===== src/rtl/wb_serial_bridge_pkg.sv =====
// Constants and state encoding shared by wb_serial_bridge and the remote serial_wb_master.
package wb_serial_pkg;

  typedef enum logic [2:0] {
    ST_IDLE,
    ST_CMD,
    ST_ADDR,
    ST_DATA,
    ST_RESP,
    ST_DONE
  } state_e;

  localparam logic [7:0] CMD_READ  = 8'h00;
  localparam logic [7:0] CMD_WRITE = 8'h01;
  localparam logic [7:0] STATUS_OK = 8'h00;

  function automatic int max_int(input int a, input int b);
    return (a > b) ? a : b;
  endfunction

endpackage


===== src/rtl/wb_serial_bridge_if.sv =====
// Pipelined Wishbone slave port plus the outbound/inbound byte streams of the bridge.
// Byte streams: a byte moves on a rising clk edge where tvalid and tready are both high;
// the sender holds tvalid and tdata stable until that edge and never withdraws a byte.
interface wb_serial_bridge_if #(
  parameter int BYTES     = 1,
  parameter int ADDR_BITS = 8,
  parameter int SEL_WIDTH = BYTES
);
  logic [ADDR_BITS-1:0] s_wb_addr;
  logic [BYTES*8-1:0]   s_wb_dat_m2s;
  logic [BYTES*8-1:0]   s_wb_dat_s2m;
  logic                 s_wb_we;
  logic [SEL_WIDTH-1:0] s_wb_sel;
  logic                 s_wb_stb;
  logic                 s_wb_cyc;
  logic                 s_wb_ack;
  logic                 s_wb_err;
  logic                 s_wb_stall;
  logic                 axis_o_tready;
  logic                 axis_o_tvalid;
  logic [7:0]           axis_o_tdata;
  logic                 axis_i_tready;
  logic                 axis_i_tvalid;
  logic [7:0]           axis_i_tdata;

  modport slave (
    input  s_wb_addr, s_wb_dat_m2s, s_wb_we, s_wb_sel, s_wb_stb, s_wb_cyc,
    output s_wb_dat_s2m, s_wb_ack, s_wb_err, s_wb_stall,
    input  axis_o_tready,
    output axis_o_tvalid, axis_o_tdata,
    output axis_i_tready,
    input  axis_i_tvalid, axis_i_tdata
  );

  modport master (
    output s_wb_addr, s_wb_dat_m2s, s_wb_we, s_wb_sel, s_wb_stb, s_wb_cyc,
    input  s_wb_dat_s2m, s_wb_ack, s_wb_err, s_wb_stall,
    output axis_o_tready,
    input  axis_o_tvalid, axis_o_tdata,
    input  axis_i_tready,
    output axis_i_tvalid, axis_i_tdata
  );
endinterface


===== src/rtl/wb_serial_bridge_timeout.sv =====
// Response watchdog: loadable down-counter; expired_o rises after TIMEOUT_CYCLES enabled cycles.
module wb_serial_timeout #(
  parameter int TIMEOUT_CYCLES = 1_000_000
) (
  input  logic clk,
  input  logic rst_n,
  input  logic load_i,
  input  logic clr_i,
  input  logic en_i,
  output logic expired_o
);
  localparam int W = (TIMEOUT_CYCLES < 2) ? 1 : $clog2(TIMEOUT_CYCLES);
  // Loading T-1 makes the flag fire in the T-th enabled cycle after the load.
  localparam logic [W-1:0] RELOAD = (TIMEOUT_CYCLES == 0) ? '0 : W'(TIMEOUT_CYCLES - 1);

  logic [W-1:0] cnt_q;

  always_ff @(posedge clk or negedge rst_n) begin
    if (!rst_n) begin
      cnt_q <= '0;
    end else if (load_i) begin
      cnt_q <= RELOAD;
    end else if (clr_i) begin
      cnt_q <= '0;
    end else if (en_i && (cnt_q != '0)) begin
      cnt_q <= cnt_q - 1'b1;
    end
  end

  assign expired_o = (TIMEOUT_CYCLES != 0) && en_i && (cnt_q == '0);

endmodule


===== src/rtl/wb_serial_bridge.sv =====
// Wishbone slave that serialises one bus cycle at a time into a command frame and
// turns the reply frame into ack/err; the debug state_o mirrors the FSM.
module wb_serial_bridge
  import wb_serial_pkg::*;
#(
  parameter int BYTES          = 1,
  parameter int ADDR_BITS      = 8,
  parameter int SEL_WIDTH      = BYTES,
  parameter int TIMEOUT_CYCLES = 1_000_000
) (
  input  logic                clk,
  input  logic                sresetn,
  wb_serial_bridge_if.slave   bus,
  output state_e              state_o
);
  localparam int ADDR_BYTES = (ADDR_BITS + 7) / 8;
  localparam int AW         = ADDR_BYTES * 8;
  localparam int DW         = BYTES * 8;
  localparam int CNT_W      = $clog2(max_int(ADDR_BYTES, BYTES) + 1);
  localparam logic [CNT_W-1:0] ADDR_LAST = CNT_W'(ADDR_BYTES - 1);
  localparam logic [CNT_W-1:0] DATA_LAST = CNT_W'(BYTES - 1);
  localparam logic [CNT_W-1:0] CNT_ONE   = CNT_W'(1);

  state_e           state_q, state_d;
  logic [CNT_W-1:0] cnt_q, cnt_d;
  logic [AW-1:0]    addr_q, addr_d;
  logic [DW-1:0]    data_q, data_d;
  logic [DW-1:0]    rdata_q, rdata_d;
  logic             we_q, we_d;
  logic             ok_q, ok_d;
  logic             live_q, live_d;
  logic             tx_valid_q, tx_valid_d;
  logic [7:0]       tx_data_q, tx_data_d;

  logic tx_hs, rx_ready, rx_hs, expired;
  wire  unused_sel = &{1'b0, bus.s_wb_sel};

  assign tx_hs    = tx_valid_q & bus.axis_o_tready;
  assign rx_ready = (state_q == ST_IDLE) || (state_q == ST_RESP);
  assign rx_hs    = rx_ready & bus.axis_i_tvalid;

  always_comb begin
    state_d    = state_q;
    cnt_d      = cnt_q;
    addr_d     = addr_q;
    data_d     = data_q;
    rdata_d    = rdata_q;
    we_d       = we_q;
    ok_d       = ok_q;
    live_d     = live_q;
    tx_valid_d = tx_valid_q;
    tx_data_d  = tx_data_q;
    // A master abandoning the cycle only silences the final pulse; the frame runs on.
    if (state_q != ST_IDLE && !bus.s_wb_cyc) live_d = 1'b0;
    case (state_q)
      ST_IDLE: begin
        if (bus.s_wb_cyc && bus.s_wb_stb) begin
          addr_d     = AW'(bus.s_wb_addr);
          data_d     = bus.s_wb_dat_m2s;
          we_d       = bus.s_wb_we;
          live_d     = 1'b1;
          cnt_d      = '0;
          tx_valid_d = 1'b1;
          tx_data_d  = bus.s_wb_we ? CMD_WRITE : CMD_READ;
          state_d    = ST_CMD;
        end
      end
      ST_CMD: begin
        if (tx_hs) begin
          tx_data_d = addr_q[AW-1 -: 8];
          addr_d    = addr_q << 8;
          state_d   = ST_ADDR;
        end
      end
      ST_ADDR: begin
        if (tx_hs) begin
          if (cnt_q == ADDR_LAST) begin
            cnt_d = '0;
            if (we_q) begin
              tx_data_d = data_q[DW-1 -: 8];
              data_d    = data_q << 8;
              state_d   = ST_DATA;
            end else begin
              tx_valid_d = 1'b0;
              state_d    = ST_RESP;
            end
          end else begin
            cnt_d     = cnt_q + CNT_ONE;
            tx_data_d = addr_q[AW-1 -: 8];
            addr_d    = addr_q << 8;
          end
        end
      end
      ST_DATA: begin
        if (tx_hs) begin
          if (cnt_q == DATA_LAST) begin
            cnt_d      = '0;
            tx_valid_d = 1'b0;
            state_d    = ST_RESP;
          end else begin
            cnt_d     = cnt_q + CNT_ONE;
            tx_data_d = data_q[DW-1 -: 8];
            data_d    = data_q << 8;
          end
        end
      end
      ST_RESP: begin
        if (rx_hs) begin
          if (we_q) begin
            ok_d    = (bus.axis_i_tdata == STATUS_OK);
            state_d = ST_DONE;
          end else begin
            rdata_d = (rdata_q << 8) | DW'(bus.axis_i_tdata);
            if (cnt_q == DATA_LAST) begin
              ok_d    = 1'b1;
              state_d = ST_DONE;
            end else begin
              cnt_d = cnt_q + CNT_ONE;
            end
          end
        end else if (expired) begin
          ok_d    = 1'b0;
          rdata_d = '0;
          state_d = ST_DONE;
        end
      end
      ST_DONE: begin
        cnt_d   = '0;
        state_d = ST_IDLE;
      end
      default: state_d = ST_IDLE;
    endcase
  end

  always_ff @(posedge clk or negedge sresetn) begin
    if (!sresetn) begin
      state_q    <= ST_IDLE;
      cnt_q      <= '0;
      addr_q     <= '0;
      data_q     <= '0;
      rdata_q    <= '0;
      we_q       <= 1'b0;
      ok_q       <= 1'b0;
      live_q     <= 1'b0;
      tx_valid_q <= 1'b0;
      tx_data_q  <= '0;
    end else begin
      state_q    <= state_d;
      cnt_q      <= cnt_d;
      addr_q     <= addr_d;
      data_q     <= data_d;
      rdata_q    <= rdata_d;
      we_q       <= we_d;
      ok_q       <= ok_d;
      live_q     <= live_d;
      tx_valid_q <= tx_valid_d;
      tx_data_q  <= tx_data_d;
    end
  end

  wb_serial_timeout #(.TIMEOUT_CYCLES(TIMEOUT_CYCLES)) u_timeout (
    .clk       (clk),
    .rst_n     (sresetn),
    .load_i    (((state_d == ST_RESP) && (state_q != ST_RESP)) || ((state_q == ST_RESP) && rx_hs)),
    .clr_i     (state_q != ST_RESP),
    .en_i      (state_q == ST_RESP),
    .expired_o (expired)
  );

  assign bus.s_wb_stall    = (state_q != ST_IDLE);
  assign bus.s_wb_ack      = (state_q == ST_DONE) && live_q && bus.s_wb_cyc && ok_q;
  assign bus.s_wb_err      = (state_q == ST_DONE) && live_q && bus.s_wb_cyc && !ok_q;
  assign bus.s_wb_dat_s2m  = rdata_q;
  assign bus.axis_o_tvalid = tx_valid_q;
  assign bus.axis_o_tdata  = tx_data_q;
  assign bus.axis_i_tready = rx_ready;
  assign state_o           = state_q;

endmodule


===== src/flat_wrapper.sv =====
// flat-port wrapper written by rule: the top's interface ports become plain ports
module wb_serial_bridge_flat import wb_serial_pkg::*;
#(
  parameter int BYTES          = 1,
  parameter int ADDR_BITS      = 8,
  parameter int SEL_WIDTH      = BYTES,
  parameter int TIMEOUT_CYCLES = 1_000_000
)
  (clk, sresetn, state_o, bus_s_wb_addr, bus_s_wb_dat_m2s, bus_s_wb_we, bus_s_wb_sel, bus_s_wb_stb, bus_s_wb_cyc, bus_s_wb_dat_s2m, bus_s_wb_ack, bus_s_wb_err, bus_s_wb_stall, bus_axis_o_tready, bus_axis_o_tvalid, bus_axis_o_tdata, bus_axis_i_tready, bus_axis_i_tvalid, bus_axis_i_tdata);
  wb_serial_bridge_if #(.BYTES(BYTES), .ADDR_BITS(ADDR_BITS), .SEL_WIDTH(SEL_WIDTH)) bus_i ();
  input  logic clk;
  input  logic sresetn;
  output state_e state_o;
  input wire logic [$bits(bus_i.s_wb_addr)-1:0] bus_s_wb_addr;
  input wire logic [$bits(bus_i.s_wb_dat_m2s)-1:0] bus_s_wb_dat_m2s;
  input wire logic [$bits(bus_i.s_wb_we)-1:0] bus_s_wb_we;
  input wire logic [$bits(bus_i.s_wb_sel)-1:0] bus_s_wb_sel;
  input wire logic [$bits(bus_i.s_wb_stb)-1:0] bus_s_wb_stb;
  input wire logic [$bits(bus_i.s_wb_cyc)-1:0] bus_s_wb_cyc;
  output wire logic [$bits(bus_i.s_wb_dat_s2m)-1:0] bus_s_wb_dat_s2m;
  output wire logic [$bits(bus_i.s_wb_ack)-1:0] bus_s_wb_ack;
  output wire logic [$bits(bus_i.s_wb_err)-1:0] bus_s_wb_err;
  output wire logic [$bits(bus_i.s_wb_stall)-1:0] bus_s_wb_stall;
  input wire logic [$bits(bus_i.axis_o_tready)-1:0] bus_axis_o_tready;
  output wire logic [$bits(bus_i.axis_o_tvalid)-1:0] bus_axis_o_tvalid;
  output wire logic [$bits(bus_i.axis_o_tdata)-1:0] bus_axis_o_tdata;
  output wire logic [$bits(bus_i.axis_i_tready)-1:0] bus_axis_i_tready;
  input wire logic [$bits(bus_i.axis_i_tvalid)-1:0] bus_axis_i_tvalid;
  input wire logic [$bits(bus_i.axis_i_tdata)-1:0] bus_axis_i_tdata;
  assign bus_i.s_wb_addr = bus_s_wb_addr;
  assign bus_i.s_wb_dat_m2s = bus_s_wb_dat_m2s;
  assign bus_i.s_wb_we = bus_s_wb_we;
  assign bus_i.s_wb_sel = bus_s_wb_sel;
  assign bus_i.s_wb_stb = bus_s_wb_stb;
  assign bus_i.s_wb_cyc = bus_s_wb_cyc;
  assign bus_s_wb_dat_s2m = bus_i.s_wb_dat_s2m;
  assign bus_s_wb_ack = bus_i.s_wb_ack;
  assign bus_s_wb_err = bus_i.s_wb_err;
  assign bus_s_wb_stall = bus_i.s_wb_stall;
  assign bus_i.axis_o_tready = bus_axis_o_tready;
  assign bus_axis_o_tvalid = bus_i.axis_o_tvalid;
  assign bus_axis_o_tdata = bus_i.axis_o_tdata;
  assign bus_axis_i_tready = bus_i.axis_i_tready;
  assign bus_i.axis_i_tvalid = bus_axis_i_tvalid;
  assign bus_i.axis_i_tdata = bus_axis_i_tdata;
  wb_serial_bridge #(.BYTES(BYTES), .ADDR_BITS(ADDR_BITS), .SEL_WIDTH(SEL_WIDTH), .TIMEOUT_CYCLES(TIMEOUT_CYCLES)) u_core (.clk(clk), .sresetn(sresetn), .bus(bus_i), .state_o(state_o));
endmodule

===== config.mk =====
export PLATFORM = sky130hd
export DESIGN_NAME = wb_serial_bridge_flat
export DESIGN_NICKNAME = d
export VERILOG_FILES = /design/src/rtl/wb_serial_bridge_pkg.sv /design/src/rtl/wb_serial_bridge_if.sv /design/src/rtl/wb_serial_bridge_timeout.sv /design/src/rtl/wb_serial_bridge.sv /design/src/flat_wrapper.sv
export SDC_FILE = /design/constraint.sdc
export NUM_CORES = 1
export LEC_CHECK = 0
export CORE_ASPECT_RATIO = 0.9
export CORE_UTILIZATION = 45
export CTS_CLUSTER_SIZE = 30
export DETAILED_ROUTE_END_ITERATION = 10
export PLACE_DENSITY = 0.73
export SKIP_LAST_GASP = 1
export SYNTH_ARGS = -nofsm -noshare
export SYNTH_HDL_FRONTEND = slang
export SYNTH_SLANG_ARGS = --single-unit

===== constraint.sdc =====
create_clock -name clk -period 2 [get_ports clk]
set_input_delay 0.5 -clock clk [delete_from_list [all_inputs] [get_ports clk]]
set_output_delay 0.5 -clock clk [all_outputs]
set_load 0.01 [all_outputs]

# --- After elaboration in Yosys (flattened, before gate mapping) ---
# Index checks and enable logic that the tools add are counted.
totals:
  ff_bits: 60
  input_bits: 32
  wordCells: 129
  output_inout_bits: 24
classes:
  bitwise: 2
  reduce_logical: 34
  addsub: 2
  eq_ne: 23
  mux: 57
ops:
  columns: ["op", "n"]
  rows:
  - ["$mux 8", 18]
  - ["$mux 20", 3]
  - ["$pmux 8 s3", 2]
  - ["$mux 3", 11]
  - ["$pmux 8 s4", 1]
  - ["$reduce_and 7->1", 3]
  - ["$logic_not 20->1", 1]
  - ["$reduce_bool 20->1", 1]
  - ["$sub 20x1->20 const B", 1]
  - ["$mux 1", 19]
  - ["$ne 2x1->1 const B", 8]
  - ["$pmux 3 s5", 1]
  - ["$ne 2x2->1 const B", 6]
  - ["$reduce_bool 3->1", 4]
  - ["$logic_and 1x1->1", 10]
  - ["$reduce_and 5->1", 2]
  - ["$eq 3x3->1 const B", 3]
  - ["$logic_not 8->1", 1]
  - ["$reduce_bool 4->1", 2]
  - ["$eq 3x2->1 const B", 2]
  - ["$ne 3x3->1 const B", 2]
  - ["$reduce_and 3->1", 2]
  - ["$pmux 1 s4", 1]
  - ["$eq 3x1->1 const B", 1]
  - ["other kinds (10)", 13]

# --- Depth between registers and ports, before layout ---
logic_depth:
  depth_word: 9
  depth_mapped: 8
  depth_no_buf: 7

# --- Hierarchy ---
# From an unflattened synthesis, not the netlist that was laid out.
hier_totals:
  hier_cells: 329
  area_unflattened_um2: 3158.0
modules_own_cells:
  columns: ["mod", "cells_per_inst", "instances", "seq_area_each_um2", "area_per_inst_um2"]
  rows:
  - ["wb_serial_bridge", 200, 1, 975.9, 1924.3]
  - ["wb_serial_timeout", 129, 1, 500.5, 1233.7]

# --- Worst setup path after synthesis ---
# Ideal clock, no wire load.
synth_path:
  kind: "reg-to-reg"
  from: "register u_core.u_timeout.cnt_q[11]"
  to: "register u_core.u_timeout.cnt_q[19]"
  required_ns: 1.924
  path_buffers: 1
  synth_period_minus_slack_ns: 2.202
  setup_time_ns: 0.076
  t_arrival_ns: 2.125
  setup_slack_ns: -0.202
  stages_incl_launch_ff: 7
  cell_sequence: "dfrtp_1 > or3_1 > buf_2 > or4_4 > or3_1 > or4_1 > o21ai_1"
synth_between:
  elab_chain_cells: 9
  word_cells_on_any_way: 15
  classes_between: "add/sub: 1; eq/ne: 1; mux: 6; reduce/logical: 7"
synth_rtl:
  columns: ["element", "line_no", "source"]
  rows:
  - ["start, declared", "wb_serial_bridge_timeout.sv:16", "logic [W-1:0] cnt_q;"]
  - ["start signal, assigned", "wb_serial_bridge_timeout.sv:26", "cnt_q <= cnt_q - 1'b1;"]
  - ["$logic_not 20->1", "wb_serial_bridge_timeout.sv:30", "assign expired_o = (TIMEOUT_CYCLES != 0) && en_i && (cnt_q == '0);"]
  - ["$logic_and 1x1->1", "wb_serial_bridge_timeout.sv:30", null]
  - ["$mux 3", "wb_serial_bridge.sv:121", "end else if (expired) begin"]
  - ["$mux 3", "wb_serial_bridge.sv:108", "if (rx_hs) begin"]
  - ["$pmux 3 s5", "wb_serial_bridge.sv:55", "case (state_q)"]
  - ["$eq 3x3->1", "wb_serial_bridge.sv:164", ".load_i (((state_d == ST_RESP) && (state_q != ST_RESP)) || ((state_q == ST_RESP) && rx_hs)),"]
  - ["$logic_and 1x1->1", "wb_serial_bridge.sv:164", null]
  - ["$logic_or 1x1->1", "wb_serial_bridge.sv:164", null]
  - ["$reduce_bool 3->1 (no source line) or $mux 20 (tied branches)", null, null]
# Several ways; a longest one is shown, not always the timed one. The select of a mux whose other input is x is not followed.
# A chain may end at the register's enable or synchronous reset.

# --- Final worst setup path ---
# Ends and elaborated chain as after synthesis.

==> results.cfg <==
[die]
initial_core_util_pct = 47.2
rows = 27
coreArea_um2 = 6220
die_w_um = 87.2
fp.dieH_um = 78.6
die-area_um2 = 6850
io_pins = 56

[placement]
portBuffers = 54
placed_area_um2 = 3880
place_hpwl_mm = 5.11
gp_congestion = 0.830
dpl.cell_count = 494

[timing]
finClkSkew_ns = 0.0107
relSlewSlack_pct = 73.9
worst_slew_pin_slew_ns = 0.387
hold_violations = 0
worst_slack_ns = -0.166
final_min_period_over_clock_period_pct = 108
period_needed_ns = 2.17
rsz0062_at_grt = yes
totalNegativeSetupSlack_ns = -0.270
timing.fmax_ghz = 0.462
setup_viol = 2
drv_slew = 0

[pwr]
power.density_nw_per_um2 = 1730
vdd_ir_drop_max_uv = 861
p_leak_nw = 1.91
finalPower_mw = 7.17

[detailed_routing]
via_count = 2756
wirelength_mm = 7.25
drt-vias-per-instance = 5.38
drc = 0
firstDrtPassIters = 5
avgRoutedWirePerCell_um = 14.2
drt-initial-drc-count = 158
detail-route-antenna-nets = 0

[critical_path]
cp-startpoint = u_core.u_timeout.cnt_q[11]
critPathMaxStageDelay_ns = 0.44
worstReg2RegStart = u_core.u_timeout.cnt_q[11]
path_cells = or3_4 -> or4_4 -> or3_4 -> or4_4 -> o21ai_1
crit_path_end_kind = flip-flop
path_class = reg2reg
crit_required_ns = 2.26
start_kind = flip-flop
cp_slowest_cell = or4_4
cp_max_fo = 4
worst_ep_arrival_time_ns = 2.42

[grt]
overflow = 0
grt_pass1_vias = 2724
grt_first_pass_wirelength_mm = 12.2
antenna_found_initial = 0
grt_max_degree = 60
track_usage_pct = 23.1

[yosys]
synthSimpleGateAreaFrac_pct = 24.1
synth_nets = 361
synth_compound_area_share_pct = 17.7
synth_warnings = 0
syn_area_per_cell_um2 = 8.98
synthArstFlopShare_pct = 100
ys_ff_latch = 59
synth_top_family_by_area = simple AND/OR/NAND/NOR gates
synthFlopType = dfrtp_1
syn-instance-count = 327
synth_cell_types = 47
synth_edf_count = 0
synthAdderAreaFrac_pct = 0.852
synthXorXnorAreaFrac_pct = 2.39
synth_area_um2 = 2940
synth_seq_area_share_pct = 50.3
muxShareOfSynthArea_pct = 0.383

[layout]
area_growth_pct = 40.7
nets = 456
num-fill-cells = 517
layout_common_cells = 59 x dfrtp_1, 49 x clkdlybuf4s50_1, 47 x nand2_1, 46 x buf_4, 33 x nor2_1
instances_no_fill = 512
final_area_um2 = 4130
n_antenna_cell = 0
final_common_cell = dfrtp_1
final_util_pct = 66.5
drive_above_1_share_pct = 20.2

[clock_tree]
cts_tree = yes
ctsRootBufferMaster = clkbuf_8
holdBufCountCts = 0
path_clk_slew_ns = 0.07
h-tree-depth = 3
cts_sinks = 59
clockBufferDepth = 2
clk-insertion-delay-late_ns = 0.33
cts_buffers = 9

[flow_run]
max_cap_violations = 0

[status]
violations = negative setup slack
status = finished with violations

[hold_path]
hold_path_class = in2async
[final cells by class]
cell class	instances	area, µm²	share of cell area [%]
Clock inverter	3	40.0	0.969
Tap cell	87	109	2.63
Timing Repair Buffer	102	908	22.0
Multi-Input combinational cell	235	1400	33.9
Inverter	15	56.3	1.36
Sequential cell	59	1480	35.7
Clock buffer	11	141	3.42
[path summary, 6_finish.rpt]
| check | end | slack, ns | cells past startpoint |
|---|---|---|---|
| min | u_core.bus.s_wb_dat_s2m[2] | 0.17 | 2 |
| max | u_core.u_timeout.cnt_q[19] | -0.17 | 5 |
| min reg2reg | u_core.data_q[6] | 0.48 | 2 |
| max reg2reg | u_core.u_timeout.cnt_q[19] | -0.17 | 5 |
| max in group asynchronous | u_core.bus.axis_o_tdata[5] | 1.57 | 2 |
| min in group clk | u_core.data_q[6] | 0.48 | 2 |
[kinds of logic (layout without fill, tap and decap cells)]
| group | after synthesis | after routing |
|---|---|---|
| adders and majority gates | 2 | 2 |
| and+or+nand+nor | 144 | 144 |
| buffers and inverters | 33 | 131 |
| AOI/OAI and AO/OA | 80 | 80 |
| xor gates and xnor gates | 8 | 8 |
| muxes | 1 | 1 |
| DFF | 59 | 59 |
[metrics by stage]
stage          setup slack (ns)  hold WS, ns
3_5_place_dp             -0.243        0.474
5_1_grt                  -0.222        0.172
4_1_cts                  -0.147        0.178
2_1_floorplan            -0.187        0.204
6_report                 -0.166        0.166
3_3_place_gp             -0.226        0.465
[timing repair]
item,4_1_cts,5_1_grt
gates resized for setup,10,16
setup endpoints to repair,14,24
pin swaps,0,3
buffers inserted,1,3
cloned,0,0
[flip-flops by register name, indices dropped and copies added (netlist names)]
register	flops
u_core.u_timeout.cnt_q	20
u_core.addr_q	8
u_core.bus.axis_o_tdata	8
u_core.bus.s_wb_dat_s2m	8
u_core.data_q	8
u_core.state_o	3
u_core.bus.axis_o_tvalid	1
u_core.live_q	1
u_core.ok_q	1
u_core.we_q	1
[where the power goes]
group / internal, mW / leakage [nW] / total (mW) / switching (mW)
logic: 2.06 / 1.08 / 4.06 / 2.00
clock network: 0.592 / 0.0950 / 1.03 / 0.440
registers: 1.69 / 0.734 / 2.08 / 0.390
total: 4.34 / 1.91 / 7.17 / 2.83
[critical path: cells and delay by family, from the launching register on]
| kind | cells | cell delay (ns) |
|---|---|---|
| AOI/OAI and AO/OA | 1 | 0.12 |
| DFF | 1 | 0.38 |
| and+or+nand+nor | 4 | 1.59 |
[layer usage]
metal / GRT usage (%) / up-vias / part of all wire (%)
li1: - / 1353 / -
met1: 30.0 / 1326 / 48
met2: 37.5 / 69 / 47
met3: 6.73 / 8 / 4.2
met4: 7.05 / 0 / 0.99
met5: 0 / - / 0
[synthesized netlist by cell type (2+ instances only)]
| library cell | number | share of area [%] |
|---|---|---|
| nor3b_1 | 2 | 0.51 |
| dfrtp_1 | 59 | 50 |
| nand2_1 | 47 | 6.0 |
| ha_1 | 2 | 0.85 |
| and3_1 | 4 | 0.85 |
| nor2_1 | 34 | 4.3 |
| nor4_1 | 6 | 1.3 |
| nand3_1 | 12 | 2.0 |
| or3_1 | 5 | 1.1 |
| a21o_1 | 5 | 1.3 |
| a311oi_1 | 5 | 1.5 |
| xor2_1 | 3 | 0.89 |
| nor3_1 | 6 | 1.0 |
| o41ai_1 | 3 | 0.89 |
| or4_1 | 2 | 0.51 |
| xnor2_1 | 5 | 1.5 |
| nand3b_1 | 2 | 0.51 |
| inv_1 | 15 | 1.9 |
| a22oi_1 | 7 | 1.8 |
| nand2b_1 | 2 | 0.43 |
| a31oi_1 | 3 | 0.64 |
| a22o_1 | 9 | 2.7 |
| a21oi_1 | 13 | 2.2 |
| nand4b_1 | 3 | 0.89 |
| clkbuf_1 | 16 | 2.0 |
| nand4_1 | 4 | 0.85 |
| o21ai_0 | 28 | 4.8 |
| nor2b_1 | 6 | 1.3 |
No activity file was read; power rests on OpenSTA's default activity.
